--- config.mk ---
export PLATFORM = sky130hd
export DESIGN_NAME = pwm_demod_flat
export DESIGN_NICKNAME = d
export VERILOG_FILES = /design/src/rtl/soundgen_pkg.sv /design/src/rtl/pwm_demod_if.sv /design/src/rtl/sync_rise.sv /design/src/rtl/pwm_demod.sv /design/src/flat_wrapper.sv
export SDC_FILE = /design/constraint.sdc
export NUM_CORES = 1
export LEC_CHECK = 0
export BUFFER_PORTS_ARGS = -buffer_cell sky130_fd_sc_hd__buf_4
export CAP_MARGIN = 20
export CORE_UTILIZATION = 55
export DETAILED_ROUTE_END_ITERATION = 7
export PLACE_DENSITY = 0.85
export SKIP_LAST_GASP = 1
export SLEW_MARGIN = 20
export SYNTH_ARGS = -nofsm -noshare
export SYNTH_HDL_FRONTEND = slang
export SYNTH_SLANG_ARGS = --single-unit
export TNS_END_PERCENT = 100
--- constraint.sdc ---
create_clock -name clk -period 2.8 [get_ports clk]
set_clock_uncertainty 0.1 [all_clocks]
set_input_delay 0.28 -clock clk [delete_from_list [all_inputs] [get_ports clk]]
set_output_delay 0.28 -clock clk [all_outputs]
set_load 0.01 [all_outputs]
--- src/rtl/soundgen_pkg.sv ---
`default_nettype none
// ============================================================================
// Module      : soundgen_pkg
// Description : Shared constants for the soundgen PWM path: default sample
//               width, frame-length helper and PWM demodulator state codes.
// Revision    : 1.0 - initial release
// ============================================================================
package soundgen_pkg;

  // Default sample width of the PWM DAC / demodulator pair.
  localparam int N_DEFAULT = 8;

  // A PWM frame lasts 2^n clock cycles.
  function automatic int frame_len(input int n);
    return 1 << n;
  endfunction

  localparam int FRAME_LEN = frame_len(N_DEFAULT);

  // Demodulator states.
  localparam logic [1:0] ST_IDLE    = 2'd0;
  localparam logic [1:0] ST_ACQUIRE = 2'd1;
  localparam logic [1:0] ST_TRACK   = 2'd2;

endpackage
`default_nettype wire

--- src/rtl/pwm_demod_if.sv ---
`default_nettype none
// ============================================================================
// Module      : pwm_demod_if
// Description : Control, PWM input and decoded-sample signals of the PWM
//               demodulator. master = stream source / sample consumer,
//               slave = demodulator.
// Revision    : 1.0 - initial release
// ============================================================================
interface pwm_demod_if
  import soundgen_pkg::*;
#(
  parameter int N = N_DEFAULT
);

  logic         en;
  logic         pwm_in;
  logic [N-1:0] sample;
  logic         sample_valid;
  logic         period_err;
  logic         locked;

  modport master (
    output en,
    output pwm_in,
    input  sample,
    input  sample_valid,
    input  period_err,
    input  locked
  );

  modport slave (
    input  en,
    input  pwm_in,
    output sample,
    output sample_valid,
    output period_err,
    output locked
  );

endinterface
`default_nettype wire

--- src/rtl/sync_rise.sv ---
`default_nettype none
// ============================================================================
// Module      : sync_rise
// Description : Two-flop synchronizer for an asynchronous input followed by
//               a delay flop, giving the synchronized level and a one-cycle
//               rising-edge pulse.
// Revision    : 1.0 - initial release
// ============================================================================
module sync_rise (
  input  logic clk,
  input  logic reset,
  input  logic d,
  output logic s2,
  output logic rise
);

  logic r_s1;
  logic r_s2;
  logic r_s3;

  // Synchronize d into the clk domain and keep one cycle of history.
  always_ff @(posedge clk or posedge reset) begin
    if (reset) begin
      r_s1 <= 1'b0;
      r_s2 <= 1'b0;
      r_s3 <= 1'b0;
    end else begin
      r_s1 <= d;
      r_s2 <= r_s1;
      r_s3 <= r_s2;
    end
  end

  assign s2   = r_s2;
  assign rise = r_s2 & ~r_s3;

endmodule
`default_nettype wire

--- src/rtl/pwm_demod.sv ---
`default_nettype none
// ============================================================================
// Module      : pwm_demod
// Description : Recovers the N-bit duty value from a PWM stream whose frame
//               is 2^N clk cycles. Measures high time per frame, checks the
//               frame length and emits one sample per frame.
// Revision    : 1.0 - initial release
// ============================================================================
module pwm_demod
  import soundgen_pkg::*;
#(
  parameter int N = N_DEFAULT
) (
  input  logic       clk,
  input  logic       reset,
  pwm_demod_if.slave bus
);

  localparam logic [N:0] c_FRAME_LEN = (N+1)'(frame_len(N));
  localparam logic [N:0] c_ONE       = (N+1)'(1);

  logic         w_s2;
  logic         w_rise;
  logic         w_frame_end;
  logic [N:0]   w_s2_ext;

  logic [1:0]   r_state;
  logic [N:0]   r_period_cnt;
  logic [N:0]   r_high_cnt;
  logic [N-1:0] r_sample;
  logic         r_sample_valid;
  logic         r_period_err;
  logic         r_locked;

  sync_rise u_sync_rise (
    .clk   (clk),
    .reset (reset),
    .d     (bus.pwm_in),
    .s2    (w_s2),
    .rise  (w_rise)
  );

  assign w_frame_end = (r_period_cnt == c_FRAME_LEN);
  assign w_s2_ext    = {{N{1'b0}}, w_s2};

  // Frame tracking FSM: counts period and high time, decides at each rise
  // or full frame whether to emit a sample, flag an error, or re-acquire.
  always_ff @(posedge clk or posedge reset) begin
    if (reset) begin
      r_state        <= ST_IDLE;
      r_period_cnt   <= '0;
      r_high_cnt     <= '0;
      r_sample       <= '0;
      r_sample_valid <= 1'b0;
      r_period_err   <= 1'b0;
      r_locked       <= 1'b0;
    end else begin
      r_sample_valid <= 1'b0;
      r_period_err   <= 1'b0;
      if (!bus.en) begin
        // Disable wins over everything, including a coincident rise.
        r_state      <= ST_IDLE;
        r_period_cnt <= '0;
        r_high_cnt   <= '0;
        r_locked     <= 1'b0;
      end else begin
        case (r_state)
          ST_IDLE: begin
            r_state      <= ST_ACQUIRE;
            r_period_cnt <= '0;
            r_high_cnt   <= '0;
          end
          ST_ACQUIRE: begin
            if (w_rise) begin
              // First edge only anchors the frame; the partial frame is dropped.
              r_state      <= ST_TRACK;
              r_period_cnt <= c_ONE;
              r_high_cnt   <= c_ONE;
            end else if (w_frame_end) begin
              // A whole frame with the line held low decodes as duty 0.
              if (r_high_cnt == '0) begin
                r_sample       <= '0;
                r_sample_valid <= 1'b1;
              end
              r_period_cnt <= c_ONE;
              r_high_cnt   <= '0;
            end else begin
              r_period_cnt <= r_period_cnt + c_ONE;
              r_high_cnt   <= r_high_cnt + w_s2_ext;
            end
          end
          ST_TRACK: begin
            if (w_rise) begin
              if (w_frame_end) begin
                r_sample       <= r_high_cnt[N-1:0];
                r_sample_valid <= 1'b1;
                r_locked       <= 1'b1;
              end else begin
                r_period_err <= 1'b1;
                r_locked     <= 1'b0;
              end
              r_period_cnt <= c_ONE;
              r_high_cnt   <= c_ONE;
            end else if (w_frame_end) begin
              // No edge where the next frame should start: either duty 0
              // follows (line low) or the line is stuck high.
              if (!w_s2) begin
                r_sample       <= r_high_cnt[N-1:0];
                r_sample_valid <= 1'b1;
              end else begin
                r_period_err <= 1'b1;
                r_locked     <= 1'b0;
              end
              r_state      <= ST_ACQUIRE;
              r_period_cnt <= c_ONE;
              r_high_cnt   <= '0;
            end else begin
              r_period_cnt <= r_period_cnt + c_ONE;
              r_high_cnt   <= r_high_cnt + w_s2_ext;
            end
          end
          default: begin
            r_state      <= ST_IDLE;
            r_period_cnt <= '0;
            r_high_cnt   <= '0;
          end
        endcase
      end
    end
  end

  assign bus.sample       = r_sample;
  assign bus.sample_valid = r_sample_valid;
  assign bus.period_err   = r_period_err;
  assign bus.locked       = r_locked;

endmodule
`default_nettype wire

--- src/flat_wrapper.sv ---
// flat-port wrapper written by rule: the top's interface ports become plain ports
module pwm_demod_flat import soundgen_pkg::*;
#(
  parameter int N = N_DEFAULT
)
  (clk, reset, bus_en, bus_pwm_in, bus_sample, bus_sample_valid, bus_period_err, bus_locked);
  pwm_demod_if #(.N(N)) bus_i ();
  input  logic clk;
  input  logic reset;
  input wire logic [$bits(bus_i.en)-1:0] bus_en;
  input wire logic [$bits(bus_i.pwm_in)-1:0] bus_pwm_in;
  output wire logic [$bits(bus_i.sample)-1:0] bus_sample;
  output wire logic [$bits(bus_i.sample_valid)-1:0] bus_sample_valid;
  output wire logic [$bits(bus_i.period_err)-1:0] bus_period_err;
  output wire logic [$bits(bus_i.locked)-1:0] bus_locked;
  assign bus_i.en = bus_en;
  assign bus_i.pwm_in = bus_pwm_in;
  assign bus_sample = bus_i.sample;
  assign bus_sample_valid = bus_i.sample_valid;
  assign bus_period_err = bus_i.period_err;
  assign bus_locked = bus_i.locked;
  pwm_demod #(.N(N)) u_core (.clk(clk), .reset(reset), .bus(bus_i));
endmodule
# == Yosys cells after proc, flatten, opt, wreduce, memory -nomap -nowiden ==
# Index checks and enable logic that the tools add are counted.
# word_totals
regBits,34
elab_cells,76
# classes
mux,41
bitwise_logic,2
reduce_logical,7
n_eq_ne,14
addsub,2
# ops
cell,count
$mux 9,8
$mux 8,7
$mux 1,19
$pmux 8 s2,1
$add 9x1->9,1
$add 9x1->9 const B,1
$eq 9x9->1 const B,1
$logic_not 9->1,1
$ne 3x3->1 const B,3
$mux 2,4
$ne 2x1->1 const B,4
$reduce_and 7->1,1
$ne 3x1->1 const B,2
$pmux 2 s3,1
$reduce_and 3->1,2
$ne 3x2->1 const B,1
$eq 2x1->1 const B,1
$eq 2x2->1 const B,1
$logic_not 2->1,1
$ne 2x2->1 const B,1
$pmux 1 s2,1
$reduce_bool 2->1,1
$reduce_or 2->1,1
$and 1x1->1,1
$not 1->1,1

# == Logic depth before layout (Yosys ltp) ==
# Gate-level depths: netlist (run 1).
# logic_depth
ltp_word,6
mapped_depth,8

# == Modules after synthesis ==
# Synthesis (run 1) repeated with hierarchy kept, for this count alone.
# unflattened
hier_cells,169
hier_area_um2,1722.9
# by_module_without_submodules
module,cells_each,instances,area_each_um2
pwm_demod,164,1,1630.3
sync_rise,5,1,92.6

# == Worst setup path after synthesis (run 1) ==
# Ideal clock, no wire load.
# synth_timing
path_kind,register to register
from,register u_core.r_period_cnt[0]
to,"register u_core.r_sample[0], in the netlist u_core.bus.sample[0]"
setup_time_ns,0.076
slack_ns,0.782
stages_incl_launch_ff,9
path_buffers,1
arrival_time_ns,1.842
cell_sequence,dfrtp_1 -> inv_1 -> ha_1 -> nor4b_4 -> nand2_4 -> a311o_1 -> or2_0 -> buf_6 -> o21ai_1
# synth_between
elab_chain_len,3
elab_cells_between_ends,4
# synth_lines
element,line_no,source
start: declaration,pwm_demod.sv:28,logic [N:0] r_period_cnt;
start signal: assignment,pwm_demod.sv:77,r_period_cnt <= c_ONE;
start signal: assignment,pwm_demod.sv:85,r_period_cnt <= c_ONE;
start signal: assignment,pwm_demod.sv:88,r_period_cnt <= r_period_cnt + c_ONE;
$eq 9x9->1 (*),pwm_demod.sv:43,assign w_frame_end = (r_period_cnt == c_FRAME_LEN);
$ne 2x1->1 (no line),-,
$reduce_and 7->1 (no line) (*),-,
end signal: assignment,pwm_demod.sv:95,r_sample <= r_high_cnt[N-1:0];
end signal: assignment,pwm_demod.sv:108,r_sample <= r_high_cnt[N-1:0];
end: declaration,pwm_demod.sv:30,logic [N-1:0] r_sample;
# Mark *: on every way between the ends. The rest lies on a longest branch, timed or not.
# A chain may end at the register's enable or synchronous reset.

# == Worst setup path after layout (run 1) ==
# layout_timing
from,register u_core.r_period_cnt[0]
to,"register u_core.r_sample[7], in the netlist u_core.bus.sample[7]"
# The elaborated chain is that of the path after synthesis.

==> impl_metrics.toml, run 1 <==
[run_status]
status = "finished with violations"
violations = "design-rule violations"

[yosys]
synthXorXnorAreaFrac = 0.07877
syn-num-nets = 180
synth-async-reset-ratio = 1.000
synth_top_area_share = 0.5101
synthTopCellsByArea = "dfrtp_1 51%, ha_1 6.0%, nor2_1 5.2%"
synth_adder_area_share = 0.06002
synth_compound_area_frac = 0.1140
ys_seq_area_frac = 0.5101
yosys_warnings = 0
yosysMostFrequentCell = "dfrtp_1"
synth_top_family_by_area = "simple AND/OR/NAND/NOR gates"
synth-edff-count = 0
synthSimpleGateAreaFrac = 0.2003
synth.area.mux_share = 0
ys_types = 34
synthCells = 168
synth.largest_area_cell = "dfrtp_1"
syn_area_sq_um = 1668
syn_area_per_cell_sq_um = 9.928
synth-seq-cells = 34
synthTopCellsByCount = "34 x dfrtp_1, 23 x nor2_1, 17 x nand2_1"
ys.flop_type = "dfrtp_1"

[run]
maxCapViolCount = 0

[floorplanning]
io_pins = 15
floorplan.initialDensity = 0.5946
die_w_microns = 57.07
dieHeight_microns = 57.07
coreArea_sq_um = 2805
dieArea_sq_um = 3256
rows = 19

[sta]
setup_viol = 0
period_minus_slack_ps = 2333
tightestPinTransition_ps = 668.7
slew_viol_final = 0
timing.final.crit_share = 0.8332
rsz0062_at_grt = "false"
tns_ps = 0
max_freq_mhz = 428.7
hold_viol = 0
fin_ws_ps = 467.1
relSlewSlack = 0.5529

[clocking]
clkSinkCount = 34
cts_root_buf = "clkbuf_4"
htreeDepth = 2
clockBufferDepth = 2
clkLatencyLatePin_ps = 330
cts_resized = 0
cts_buffers = 5
clk_pin_slew_ps = 100
cts_tree = "yes"

[routing]
drtPass1Iterations = 6
vias = 1294
drc_errors = 2
wl_per_cell_microns = 15.02
viasPerCell = 5.963
initialDrtViolationCount = 49
drtAntennaViolNets = 0
wl_mm = 3.259

[cells_and_area]
syn2layout_area_growth_pct = 11.25
n_antenna_cell = 0
finish.instance_area_sq_um = 1856
final_cells = 217
drive_gt1_frac = 0.1505
fin_nets = 198

[place]
dp.cells = 208
place.gp.congestion = 0.8119
dpl_worst_slack_ps = 496.8
io_buffers = 14
dpl-instance-area_sq_um = 1788
dpl.hpwl_mm = 2.415

[critical_path]
critPathRequiredTime_ps = 2970
worst_setup_path_start_kind = "flop"
slowest_stage = "dfrtp_1"
cp.depth = 7
reg2reg_setup_slack_ps = 470
crit_path_end_kind = "flop"
endpoint = "u_core.bus.sample[7]"
crit_arrival_ps = 2500
startpoint = "u_core.r_period_cnt[0]"
slowest_delay_ps = 460
path_class = "reg2reg"
crit_family = "simple AND/OR/NAND/NOR gates"
r2r_cells = 7
rr_endpoint = "u_core.bus.sample[7]"
path_buf_inv = 1
cp_cell_sequence = "inv_1, ha_1, nor4b_4, nand2_4, a311o_1, or2_0, o21ai_1"
crit_fanout = 9
rr_startpoint = "u_core.r_period_cnt[0]"

[global_routing]
antenna_found_initial = 0
grt_pass1_vias = 1255
grt-ovfl-total = 0
grt_max_degree = 19
grt_pass1_wl_mm = 5.720
track_usage = 0.2312

[pwr]
p_sw_w = 0.0003050
power_leakage_nw = 0.8346
power.density_nw_per_um2 = 526.7
power_frac_comb = 0.193
vdd_drop_max_mv = 0.2806
sw_frac_of_total = 0.3121
p_seq_frac = 0.553
p_int_w = 0.0006723
clockPowerShare = 0.254

[min_path]
hold_path.class = "in2reg"
==> worst min-delay path by stage <==
stage / from / to / depth (start not counted)
floorplan: bus_pwm_in / u_core.u_sync_rise.r_s1 / 0
global placement: u_core.u_sync_rise.r_s1 / u_core.u_sync_rise.s2 / 0
detailed placement: u_core.u_sync_rise.r_s1 / u_core.u_sync_rise.s2 / 0
CTS: bus_en / u_core.bus.locked / 2
global route: bus_en / u_core.bus.locked / 2
finish: bus_en / u_core.bus.locked / 2
==> power by group through the flow <==
stage	Combinational (W)	Clock, W	Sequential, W
floorplan	0.000142	0	0.000542
global placement	0.000170	0	0.000547
detailed placement	0.000184	0	0.000550
CTS	0.000188	0.000253	0.000540
global route	0.000211	0.000277	0.000545
finish	0.000189	0.000248	0.000541
==> layout by cell type, fill, tap and decap left out <==
| cell type | n |
|---|---|
| a21boi_0 | 1 |
| a21o_2 | 1 |
| a21oi_1 | 6 |
| a22oi_1 | 1 |
| a311o_1 | 1 |
| a31oi_1 | 3 |
| and2_1 | 1 |
| and3_1 | 2 |
| and3_2 | 1 |
| buf_4 | 15 |
| clkbuf_4 | 5 |
| clkinv_2 | 2 |
| dfrtp_1 | 34 |
| dlygate4sd3_1 | 2 |
| ha_1 | 8 |
| inv_1 | 8 |
| nand2_1 | 17 |
| nand2_4 | 1 |
| nand2b_1 | 1 |
| nand3_1 | 7 |
| nand4_1 | 3 |
| nor2_1 | 23 |
| nor3_1 | 2 |
| nor3b_1 | 1 |
| nor4b_4 | 2 |
| o211ai_1 | 1 |
| o21ai_0 | 9 |
| o21ai_1 | 8 |
| o22ai_1 | 1 |
| o31a_1 | 1 |
| or2_0 | 1 |
| or3_2 | 1 |
| or4_1 | 1 |
| xnor2_1 | 7 |
| xor2_1 | 8 |
==> flip-flops by register name (all words and copies together), names as in the netlist <==
name,count
u_core.bus.period_err,1
u_core.bus.locked,1
u_core.u_sync_rise.s2,1
u_core.r_state,2
u_core.r_high_cnt,9
u_core.u_sync_rise.r_s3,1
u_core.u_sync_rise.r_s1,1
u_core.bus.sample_valid,1
u_core.r_period_cnt,9
u_core.bus.sample,8
==> layer usage <==
metal | global-route usage | vias up | wire length (microns)
li1 | - | 603 | -
met1 | 0.3012 | 630 | 1379
met4 | 0.08362 | 0 | 80
met5 | 0 | - | 0
met3 | 0.07256 | 10 | 214
met2 | 0.3664 | 51 | 1585
==> stage by stage <==
step / total power [W] / utilization / hold slack, ps
after detailed placement: 0.0007349 / 0.6374 / 245.8
after global routing: 0.001034 / 0.6615 / 141.4
final: 0.0009772 / 0.6615 / 143.3
after floorplan: 0.0006845 / - / 211.4
after global placement: 0.0007171 / 0.6374 / 232.7
after CTS: 0.0009813 / 0.6615 / 137.5
==> logic make-up after synthesis <==
kind of cell               after synthesis
xor gates and xnor gates                15
adders and majority gates                8
DFF                                     34
buffers and inverters                   14
AOI/OAI and AO/OA                       33
and+or+nand+nor                         64
==> repair_timing <==
item / in CTS / in global routing
setup buffers: 0 / 0
endpoints found under the hold margin: 18 / 0
hold buffers: 2 / 0
==> final cells by class <==
class                           instances  area (sq um)
Fill cell                             212         949.7
Sequential cell                        34         850.8
Multi-Input combinational cell        120         755.7
Timing Repair Buffer                   17         132.6
Tap cell                               31         38.79
Clock buffer                            5         37.54
Inverter                                8         30.03
Clock inverter                          2         10.01
(Power assumes the default switching activity.)
==> run 2, diff against run 1 <==
--- a/config.mk
+++ b/config.mk
@@ -7,9 +7,9 @@
 export LEC_CHECK = 0
 export BUFFER_PORTS_ARGS = -buffer_cell sky130_fd_sc_hd__buf_4
 export CAP_MARGIN = 20
-export CORE_UTILIZATION = 55
+export CORE_UTILIZATION = 52
 export DETAILED_ROUTE_END_ITERATION = 7
-export PLACE_DENSITY = 0.85
+export PLACE_DENSITY = 0.84
 export SKIP_LAST_GASP = 1
 export SLEW_MARGIN = 20
 export SYNTH_ARGS = -nofsm -noshare
==> constraint.sdc (replaced) <==
create_clock -name clk -period 2 [get_ports clk]
set_clock_uncertainty 0.1 [all_clocks]
set_input_delay 0.2 -clock clk [delete_from_list [all_inputs] [get_ports clk]]
set_output_delay 0.2 -clock clk [all_outputs]
set_load 0.01 [all_outputs]
==> run 2 against run 1 <==
Against the previous run: the run now ends clean; critical path depth is the same; sequential share of layout area shrank 2.7 points; setup slack lost 340 ps; fmax grew 25%; highest routed layer unchanged; via count grew 0.46%; largest cell class unchanged; count of clock-buffer cells in the layout grew 2; cell area grew 6.1%; core utilization shrank 1.6 points.
==> impl_metrics.toml, run 2 (synthesis gave the netlist of run 1 again) <==
[cells_and_area]
final_util = 0.6451
final_common_cell = "dfrtp_1"
final_cells = 243
fillers = 264
fin_nets = 211
syn2layout_area_growth_pct = 18.08
final_cell_mix = "34 x dfrtp_1, 28 x buf_4, 23 x nor2_1, 17 x nand2_1, 9 x o21ai_1"
n_antenna_cell = 0
drive_gt1_frac = 0.2010
finish.instance_area_sq_um = 1969

[global_routing]
track_usage = 0.2151
grt_max_degree = 35
grt_busiest_layer = "met2"
grtUsageMet3 = 0.06813
use_met1 = 0.2493
antenna_found_initial = 0
grt_pass1_vias = 1271
grt-ovfl-total = 0
grt_pass1_wl_mm = 5.416
use_met2 = 0.3596

[sta]
relSlewSlack = 0.7268
hold_viol = 0
slew_viol_final = 0
tns_ps = 0
timing.final.crit_share = 0.9364
tightestPinTransition_ps = 409.9
rsz0062_at_grt = "false"
whs_ps = 62.07
max_freq_mhz = 533.9
setup_viol = 0
period_minus_slack_ps = 1873

[pwr]
power_leakage_nw = 0.8960
clockPowerShare = 0.246
power_frac_comb = 0.227
power.density_nw_per_um2 = 716.6
p_seq_frac = 0.527
sw_frac_of_total = 0.3015
p_sw_w = 0.0004255
vdd_drop_max_mv = 0.3427
p_int_w = 0.0009858

[routing]
wl_mm = 3.260
drtAntennaViolNets = 0
viasPerCell = 5.350
vias = 1300
wl_per_cell_microns = 13.42
drtPass1Iterations = 4
drc_errors = 0
initialDrtViolationCount = 64

[critical_path]
crit_path_end_kind = "flop"
reg2reg_setup_slack_ps = 130
worst_setup_path_start_kind = "flop"
path_class = "reg2reg"
critPathRequiredTime_ps = 2170
crit_fanout = 7
crit_arrival_ps = 2040

[floorplanning]
dieHeight_microns = 58.64
coreArea_sq_um = 3053
floorplan.initialDensity = 0.5463
io_pins = 15
die_w_microns = 58.64
dieArea_sq_um = 3438
rows = 20

[place]
dpl.hpwl_mm = 2.400
io_buffers = 14
dpl-instance-area_sq_um = 1894
place.gp.congestion = 0.8232
dp.cells = 233

[clocking]
cts_buffers = 5
cts_root_buf = "clkbuf_4"
cts_tree = "yes"
clkLatencyLatePin_ps = 340
clkSinkCount = 34
clk_pin_slew_ps = 100
clockBufferDepth = 2
htreeDepth = 2

[run]
maxCapViolCount = 0

[min_path]
hold_path.class = "in2reg"

[run_status]
status = "completed"
==> run 2: cell types whose count changed in the layout (fill, tap and decap cells not counted), sizes merged <==
cell,change
buf,+13
clkbuf,+2
clkinv,-2
==> run 2: path summary, 6_finish.rpt <==
| kind | start | end | depth (start not counted) |
|---|---|---|---|
| setup / recovery | u_core.r_period_cnt[0] | u_core.bus.locked | 7 |
| hold / removal | bus_en | u_core.bus.locked | 2 |
| setup reg to reg | u_core.r_period_cnt[0] | u_core.bus.locked | 7 |
| hold reg to reg | u_core.u_sync_rise.r_s1 | u_core.u_sync_rise.s2 | 0 |
| max in group asynchronous | reset | u_core.u_sync_rise.r_s1 | 4 |
| min in group asynchronous | reset | u_core.r_high_cnt[0] | 4 |
==> run 2: layout make-up <==
| cell class | instances | area, sq um | area share |
|---|---|---|---|
| flip-flops and latches | 34 | 850.8 | 0.4320 |
| repair buffers | 30 | 230.2 | 0.1169 |
| well taps | 44 | 55.05 | 0.02795 |
| multi-input cells | 120 | 758.2 | 0.3850 |
| clock buffers | 7 | 45.04 | 0.02287 |
| inverters | 8 | 30.03 | 0.01525 |
==> run 2: per-stage QoR <==
step | total power, W | setup WS [ps]
after floorplan | 0.0009582 | 29.98
after global placement | 0.001038 | 146.3
after detailed placement | 0.001060 | 60.25
after CTS | 0.001411 | 40.58
after global routing | 0.001496 | 6.442
final | 0.001411 | 127.1
==> run 2: critical path, stage by stage, from the launching register on <==
cell,delay [ps]
dfrtp_1,380
inv_1,60
ha_1,130
nor4b_4,300
nand2_4,70
buf_4,170
or3_2,440
a21boi_0,150
==> run 2: routing by layer <==
| metal | vias to the layer above | routed length (microns) |
|---|---|---|
| li1 | 629 | - |
| met1 | 628 | 1405 |
| met2 | 36 | 1657 |
| met3 | 7 | 139 |
| met4 | 0 | 57 |
| met5 | - | 0 |
==> run 2: repair_timing <==
item | in CTS | in global routing
setup buffers | 0 | 1
setup endpoints to repair | 0 | 9
resized for setup | 0 | 3
hold endpoints to repair | 35 | 0
hold buffers | 2 | 0
==> run 2: power by group through the flow <==
stage               combinational (W)  sequential [W]  clock [W]
floorplan                    0.000199        0.000759          0
global placement             0.000283        0.000755          0
detailed placement           0.000303        0.000757          0
CTS                          0.000307        0.000743   0.000361
global route                 0.000360        0.000749   0.000387
finish                       0.000321        0.000744   0.000347
